--- config.mk ---
export PLATFORM = sky130hd
export DESIGN_NAME = seq_bnn_ctrl
export DESIGN_NICKNAME = d
export VERILOG_FILES = /design/src/rtl/bnn_pkg.sv /design/src/rtl/bnn_argmax.sv /design/src/rtl/seq_bnn_ctrl.sv
export SDC_FILE = /design/constraint.sdc
export NUM_CORES = 1
export LEC_CHECK = 0
export CORE_ASPECT_RATIO = 0.8
export CORE_MARGIN = 4
export CORE_UTILIZATION = 45
export DETAILED_ROUTE_END_ITERATION = 16
export MAX_ROUTING_LAYER = met4
export PLACE_DENSITY = 0.78
export SETUP_SLACK_MARGIN = 0.3
export SYNTH_ARGS = -nofsm -noshare
export SYNTH_HDL_FRONTEND = slang
export SYNTH_SLANG_ARGS = --single-unit
--- constraint.sdc ---
create_clock -name clk -period 5.3 [get_ports clk]
set_clock_uncertainty 0.05 [all_clocks]
set_input_delay 1.06 -clock clk [delete_from_list [all_inputs] [get_ports clk]]
set_output_delay 1.06 -clock clk [all_outputs]
set_load 0.02 [all_outputs]
--- src/rtl/bnn_pkg.sv ---
// Shared types and width helpers for the sequential BNN controller.
package bnn_pkg;

   typedef enum logic [1:0] {
      IDLE = 2'd0,
      L0   = 2'd1,
      L1   = 2'd2,
      DONE = 2'd3
   } state_t;

   localparam int unsigned FEAT_CNT_D   = 11;
   localparam int unsigned FEAT_BITS_D  = 4;
   localparam int unsigned HIDDEN_CNT_D = 40;
   localparam int unsigned CLASS_CNT_D  = 6;

   // Index width for a counter over n items; a single item still needs one bit.
   function automatic int unsigned idx_w(input int unsigned n);
      return (n > 1) ? $clog2(n) : 1;
   endfunction

   // A class score is a popcount over the hidden layer, 0..hidden_cnt inclusive.
   function automatic int unsigned score_w(input int unsigned hidden_cnt);
      return $clog2(hidden_cnt + 1);
   endfunction

   localparam int unsigned HID_W_D   = idx_w(HIDDEN_CNT_D);
   localparam int unsigned CLS_W_D   = idx_w(CLASS_CNT_D);
   localparam int unsigned SCORE_W_D = score_w(HIDDEN_CNT_D);

endpackage

--- src/rtl/bnn_argmax.sv ---
// Running-max tracker over class scores; ties keep the earliest index.
module bnn_argmax #(
   parameter int unsigned IDX_W   = 3,
   parameter int unsigned SCORE_W = 6
) (
   input  logic               clk,
   input  logic               rst,
   input  logic               start,
   input  logic               en,
   input  logic [IDX_W-1:0]   idx,
   input  logic [SCORE_W-1:0] score,
   output logic [IDX_W-1:0]   best_idx,
   output logic [SCORE_W-1:0] best_score
);

   always_ff @(posedge clk or negedge rst) begin
      if (!rst) begin
         best_idx   <= '0;
         best_score <= '0;
      end else if (en && (start || (score > best_score))) begin
         best_idx   <= idx;
         best_score <= score;
      end
   end

endmodule

--- src/rtl/seq_bnn_ctrl.sv ---
// Sequencer for the BNN datapath: latch a vector, step layer 0 then layer 1,
// track the argmax and hand the prediction out over valid/ready.
module seq_bnn_ctrl
   import bnn_pkg::*;
#(
   parameter  int unsigned FEAT_CNT   = FEAT_CNT_D,
   parameter  int unsigned FEAT_BITS  = FEAT_BITS_D,
   parameter  int unsigned HIDDEN_CNT = HIDDEN_CNT_D,
   parameter  int unsigned CLASS_CNT  = CLASS_CNT_D,
   parameter  int unsigned SCORE_W    = score_w(HIDDEN_CNT),
   localparam int unsigned FEAT_W     = FEAT_CNT * FEAT_BITS,
   localparam int unsigned HID_W      = idx_w(HIDDEN_CNT),
   localparam int unsigned CLS_W      = idx_w(CLASS_CNT)
) (
   input  logic                  clk,
   input  logic                  rst,
   input  logic                  in_valid,
   output logic                  in_ready,
   input  logic [FEAT_W-1:0]     features,
   output logic [FEAT_W-1:0]     feat_lat,
   output logic                  hid_en,
   output logic [HID_W-1:0]      hid_idx,
   input  logic                  hid_bit,
   output logic [HIDDEN_CNT-1:0] hidden_act,
   output logic                  cls_en,
   output logic [CLS_W-1:0]      cls_idx,
   input  logic [SCORE_W-1:0]    cls_score,
   output logic                  out_valid,
   input  logic                  out_ready,
   output logic [CLS_W-1:0]      prediction
);

   state_t             state;
   state_t             next_state;
   logic               hid_last;
   logic               cls_last;
   logic               accept;
   logic [CLS_W-1:0]   best_idx;
   logic [SCORE_W-1:0] best_score;

   assign hid_last = (hid_idx == HID_W'(HIDDEN_CNT - 1));
   assign cls_last = (cls_idx == CLS_W'(CLASS_CNT - 1));
   assign accept   = in_valid && in_ready;

   // Next-state logic.
   always_comb begin
      next_state = state;
      case (state)
         IDLE:    if (accept)    next_state = L0;
         L0:      if (hid_last)  next_state = L1;
         L1:      if (cls_last)  next_state = DONE;
         DONE:    if (out_ready) next_state = IDLE;
         default:                next_state = IDLE;
      endcase
   end

   // State register; handshake and step enables are registered from next_state.
   always_ff @(posedge clk or negedge rst) begin
      if (!rst) begin
         state     <= IDLE;
         in_ready  <= 1'b1;
         hid_en    <= 1'b0;
         cls_en    <= 1'b0;
         out_valid <= 1'b0;
      end else begin
         state     <= next_state;
         in_ready  <= (next_state == IDLE);
         hid_en    <= (next_state == L0);
         cls_en    <= (next_state == L1);
         out_valid <= (next_state == DONE);
      end
   end

   // Datapath-facing registers: feature latch, activation capture, step counters.
   always_ff @(posedge clk or negedge rst) begin
      if (!rst) begin
         feat_lat   <= '0;
         hidden_act <= '0;
         hid_idx    <= '0;
         cls_idx    <= '0;
         prediction <= '0;
      end else begin
         case (state)
            IDLE: begin
               if (accept) begin
                  feat_lat   <= features;
                  hidden_act <= '0;
                  hid_idx    <= '0;
               end
            end
            L0: begin
               hidden_act[hid_idx] <= hid_bit;
               if (hid_last) begin
                  hid_idx <= '0;
                  cls_idx <= '0;
               end else begin
                  hid_idx <= hid_idx + HID_W'(1);
               end
            end
            L1: begin
               if (cls_last) begin
                  cls_idx    <= '0;
                  // Fold in the last score here so prediction is final on entry to DONE.
                  prediction <= ((cls_idx == '0) || (cls_score > best_score)) ? cls_idx : best_idx;
               end else begin
                  cls_idx <= cls_idx + CLS_W'(1);
               end
            end
            default: ;
         endcase
      end
   end

   bnn_argmax #(
      .IDX_W   (CLS_W),
      .SCORE_W (SCORE_W)
   ) u_argmax (
      .clk        (clk),
      .rst        (rst),
      .start      (cls_idx == '0),
      .en         (state == L1),
      .idx        (cls_idx),
      .score      (cls_score),
      .best_idx   (best_idx),
      .best_score (best_score)
   );

endmodule

# Word-level counts from Yosys, hierarchy flattened
# Cells that the tools add are included.
# word_totals
reg_bits	111
wordCells	57
in_bits	55
# classes
magnitude_cmp	3
muxes	17
n_eq_ne	10
addsub	2
reduce_logical	13
# op_table
operator	n
40-bit case mux with 2 select lines	1
40-bit bitwise mux	1
40-bit two-way mux	1
6-bit two-way mux	2
6-bit case mux with 2 select lines	1
3-bit two-way mux	3
2-bit equality test (second input constant)	4
2-bit two-way mux	4
2-bit case mux with 4 select lines	1
2-bit AND reduction	4
6-bit by 7-bit less-than comparator with 1-bit output (second input constant)	1
6-bit by 1-bit adder with 6-bit output (second input constant)	1
1-bit demux with 6-bit select	1
6-bit equality test (second input constant)	1
6-bit by 1-bit greater-or-equal comparator with 1-bit output (second input constant)	1
6-bit > comparator	1
3-bit case mux with 2 select lines	1
2-bit by 1-bit equality test with 1-bit output (second input constant)	2
2-bit zero test	2
2-bit inequality test (second input constant)	2
2-bit nonzero test	2
3-bit by 1-bit adder with 3-bit output (second input constant)	1
3-bit equality test (second input constant)	1
1-bit logical AND	3
3 further kinds	3

# Longest topological paths before layout
# logic_depth
depth_word	6
depth_mapped	7
mapped_depth_nobuf	6

# Modules after synthesis
# Synthesis repeated with hierarchy kept, for this count alone.
# unflattened
cells_unflattened	494
hier_area_um2	4962.3
# modules_own_cells
module	seq_area_each_um2	instances	area_per_inst_um2	cells_per_inst
seq_bnn_ctrl	2553.7	1	4456.8	454
bnn_argmax	225.2	1	505.5	40

# Worst setup path before layout
# No wires, ideal clock.
# synth_path
kind	input port to flip-flop
from	input cls_score[5]
to	register u_argmax.best_score[1]
n_path_buf	0
setup_slack_ps	2663
arrival_ps	2462
stages	5
path_cell_list	ha_1 > nand4_1 > o21bai_1 > a311oi_4 > mux2_2
# synth_via
elab_chain_cells	3
# synth_rtl
item	line_no	source
from (decl)	seq_bnn_ctrl.sv:27	input logic [SCORE_W-1:0] cls_score,
6-bit > comparator	bnn_argmax.sv:20	end else if (en && (start || (score > best_score))) begin
1-bit logical OR	bnn_argmax.sv:20	
1-bit logical AND	bnn_argmax.sv:20	
to (signal assigned)	bnn_argmax.sv:22	best_score <= score;
to (decl)	bnn_argmax.sv:13	output logic [SCORE_W-1:0] best_score
# No other way between the ends.
# A chain may end at the register's enable or synchronous reset.

# Final worst setup path
# layout_path
from	input in_valid
to	register hid_idx[3]
# layout_via
elab_chain_cells	3
# layout_rtl
item	line_no	source
from (decl)	seq_bnn_ctrl.sv:17	input logic in_valid,
1-bit logical AND	seq_bnn_ctrl.sv:43	assign accept = in_valid && in_ready;
2-bit inequality test (no source line)	--	
2-bit AND reduction (no source line)	--	
to (signal assigned)	seq_bnn_ctrl.sv:97	hid_idx <= hid_idx + HID_W'(1);
to (decl)	seq_bnn_ctrl.sv:22	output logic [HID_W-1:0] hid_idx,
# No other way between the ends.

==> key figures <==
Worst setup path
  – Worst path arrival time: approximately 3100 ps
  – Critical Path Source: in_valid
  – CP cell instances: clkdlybuf4s50_1, nand4bb_4, buf_4, nand2_1, o21ai_0, a22o_1
  – Crit path largest cell delay: 540 ps
  – Critical Path Source Type: input pin
  – CP Max Fanout: 47
  – Worst Path Class, Setup: input pin to flop
  – Critical path required time: ~5500 ps
  – Launch point of the worst reg-to-reg path: state[0]
  – Crit path capture type: flop
  – Largest delay share family, worst path: buffers and inverters
  – CP bufs+invs: 2
  – Critical Path Slowest Stage Cell: clkdlybuf4s50_1

Power
  – Combinational power share: 0.451
  – Peak VDD IR: 0.3453 mV
  – Clk pwr share: 0.176
  – Switch Pwr: approximately 1.5 mW
  – Flop pwr share: 0.373
  – Leak Pwr: roughly 3.2 nW
  – Switch share: 0.3921
  – Design internal power: approximately 2.3 mW
  – Pwr Density: 539.0 mW/mm^2

Floorplan
  – DIE HEIGHT: approximately 100 um
  – Top Ports: roughly 160
  – Starting density of the core: 0.4715
  – Die X: about 130 um
  – Row cnt: 33
  – Die area: 0.01274 mm^2
  – Core Region: about 0.010 mm^2

Synthesis
  – Syn nets: about 600
  – Mapped Area: approximately 0.0049 mm^2
  – Top FF cell, synth: dfrtp_1
  – Seq/Total Area, Yosys: 0.5620
  – EDFF count, synth: 0
  – Post-synth cell types: 48
  – Synthesis Warnings: 0
  – Syn_area_per_cell: around 9.4 um^2
  – Post-synth ARST share: 1.000
  – Cells after Synth: 524
  – Register bit total from synthesis: 111

Placement
  – Hpwl dp: ~9.5 mm
  – Number of port buffers: between 150 and 200
  – Routability Congestion: ~0.85

Timing
  – Min Hold Slack: about 430 ps
  – RSZ-0062 raised after global routing: false
  – Headroom to the max-slew limit: 0.2340
  – Final period utilization: 0.5523
  – Setup violations, final: 0
  – Slew @ Worst Pin: 1138 ps
  – Post-route minimum period: roughly 2900 ps
  – Hold Violations, Final: 0
  – Max Fclk: about 340 MHz
  – Sum of negative setup slack: 0 ps
  – Final Max Slew Viols: 0

Global route
  – Gr usage total: 0.2207
  – GRT met2 Usage: 0.3350
  – Number of global-route vias before repair: ~4.4k
  – GR met1 Demand/Resource: 0.2700
  – GRT met3 Usage: 0.1002
  – Total grt overflow: 0
  – Gr busiest metal: met2
  – Initial antenna violation count: 0
  – First-pass GRT wire length: 21.70 mm
  – Largest net degree at the start of global routing: 70

Clocking
  – Max clock buf depth: 2
  – Post-CTS sizing: 0
  – CTS clk-pin slew, worst paths: 70 ps
  – CTS Buf Count: 9
  – CTS Hold Bufs: 0
  – CTS tree: done
  – Skew-Pair Late Insertion Delay: ~340 ps
  – Setup bufs post-CTS: 0
  – CTS H-tree lvls: 3
  – Clock root buffer: clkbuf_16
  – Clk sinks: 111

Routing
  – Initial DRT Pass Iterations: 5
  – Post-route DRC: 0
  – Final WL: around 13 mm
  – Vias per cell: between 5 and 6
  – Post-route ant nets: 0
  – Vias: approximately 4.3k
  – Starting DRT DRC Count: between 300 and 400
  – Routed length per instance: between 15 and 20 um

Final layout
  – Final nets: approximately 720
  – Fill cell count: 880
  – Core occupancy in the finished layout: 0.6576
  – Area delta synth->final: 39.47%
  – ANT cells: 0
  – Area of the multi-input gates: approximately 0.0020 mm^2
  – Fraction of layout cells with a size suffix above 1: 0.08722
  – Sequential Area: about 0.0028 mm^2

Worst hold path
  – HP Class: flop to flop
  – Min-delay src: feat_lat[35]

Outcome
  – Status: completed

Flow run
  – Max cap viols: 0
[worst min-delay path, stage by stage (launching register included)]
cell,delay [ps]
dfrtp_1,340
nand2_1,50
nand2_1,50
[path summary, 6_finish.rpt]
kind                                               end  slack [ps]  depth (start not counted)
worst min-delay path                      feat_lat[35]         430                          2
min in group asynchronous       u_argmax.best_score[2]         760                          1
worst min register to register            feat_lat[35]         430                          2
max in group asynchronous                     in_ready        3330                          2
worst max register to register           hidden_act[1]        2630                          5
worst max-delay path                        hid_idx[3]        2370                          6
[cell type report]
type / instances / area share
Multi-Input combinational cell: 371 / 0.2954
Clock buffer: 11 / 0.03665
Inverter: 6 / 0.003266
Clock inverter: 5 / 0.005624
Tap cell: 140 / 0.02540
Sequential cell: 111 / 0.4029
Timing Repair Buffer: 161 / 0.2308
[flip-flops by register name (all words and copies together) (netlist names)]
register and count:
feat_lat 44, hidden_act 40, hid_idx 6, u_argmax.best_score 6
cls_idx 3, prediction 3, u_argmax.best_idx 3, state 2
cls_en 1, hid_en 1, in_ready 1, out_valid 1
[cells by family after synthesis]
family                   count (synthesis)  share of synthesized area
adder cells (fa/ha/maj)                  7                    0.01771
buffers and inverters                   42                    0.03365
AND/OR/NAND/NOR                        271                     0.2414
flip-flops                             111                     0.5620
XOR/XNOR                                 1                   0.001772
AO/OA/AOI/OAI                           85                     0.1270
multiplexers                             7                    0.01645
[cells in the mapped netlist (all sizes together), types with 3 or more instances]
cell,number,share of area
dfrtp,110,0.56
nand3b,5,0.0076
nand2,190,0.14
nor2b,3,0.0038
clkbuf,24,0.018
a21oi,21,0.021
ha,7,0.018
a31o,16,0.028
nand3,28,0.028
nor3,5,0.0051
o211ai,27,0.041
o21ai,6,0.0061
inv,6,0.0046
and2,3,0.0038
a32o,5,0.010
nor2,14,0.011
mux2,6,0.014
buf,12,0.011
nand2b,3,0.0038
or3,4,0.0061
[power groups by stage]
stage / combinational [mW] / sequential, mW / clock, mW
3_3_place_gp: 1.66 / 1.38 / 0
2_1_floorplan: 0.563 / 1.67 / 0
6_report: 1.68 / 1.39 / 0.653
4_1_cts: 1.69 / 1.39 / 0.671
3_5_place_dp: 1.68 / 1.40 / 0
5_1_grt: 1.82 / 1.43 / 0.702
[cells in the final DEF, fill, tap and decap left out, types with 6 or more instances in the layout]
cell / instances
o211ai_1: 27
dfrtp_1: 110
nand2_1: 190
o21ai_0: 6
clkdlybuf4s50_1: 153
clkbuf_16: 9
nor2_1: 14
ha_1: 7
buf_4: 8
nand3_1: 28
a31o_2: 16
a21oi_1: 21
inv_1: 6
[per-stage QoR]
stage / cell area (um^2) / instances / setup slack, ps / total power, mW
after CTS: 6897 / 805 / 2373 / 3.753
after global placement: 6605 / 789 / 2009 / 3.041
after floorplan: 4945 / 524 / 2663 / 2.233
after detailed placement: 6605 / 789 / 2002 / 3.082
after global routing: 6897 / 805 / 2253 / 3.953
final: 6897 / 805 / 2373 / 3.717
[layer usage]
layer / routed length [um] / vias to the layer above
met5: 0 / -
met4: 113 / 0
met3: 1380 / 11
met2: 6143 / 180
met1: 5702 / 2039
li1: - / 2048
No activity file was read; power rests on OpenSTA's default activity.
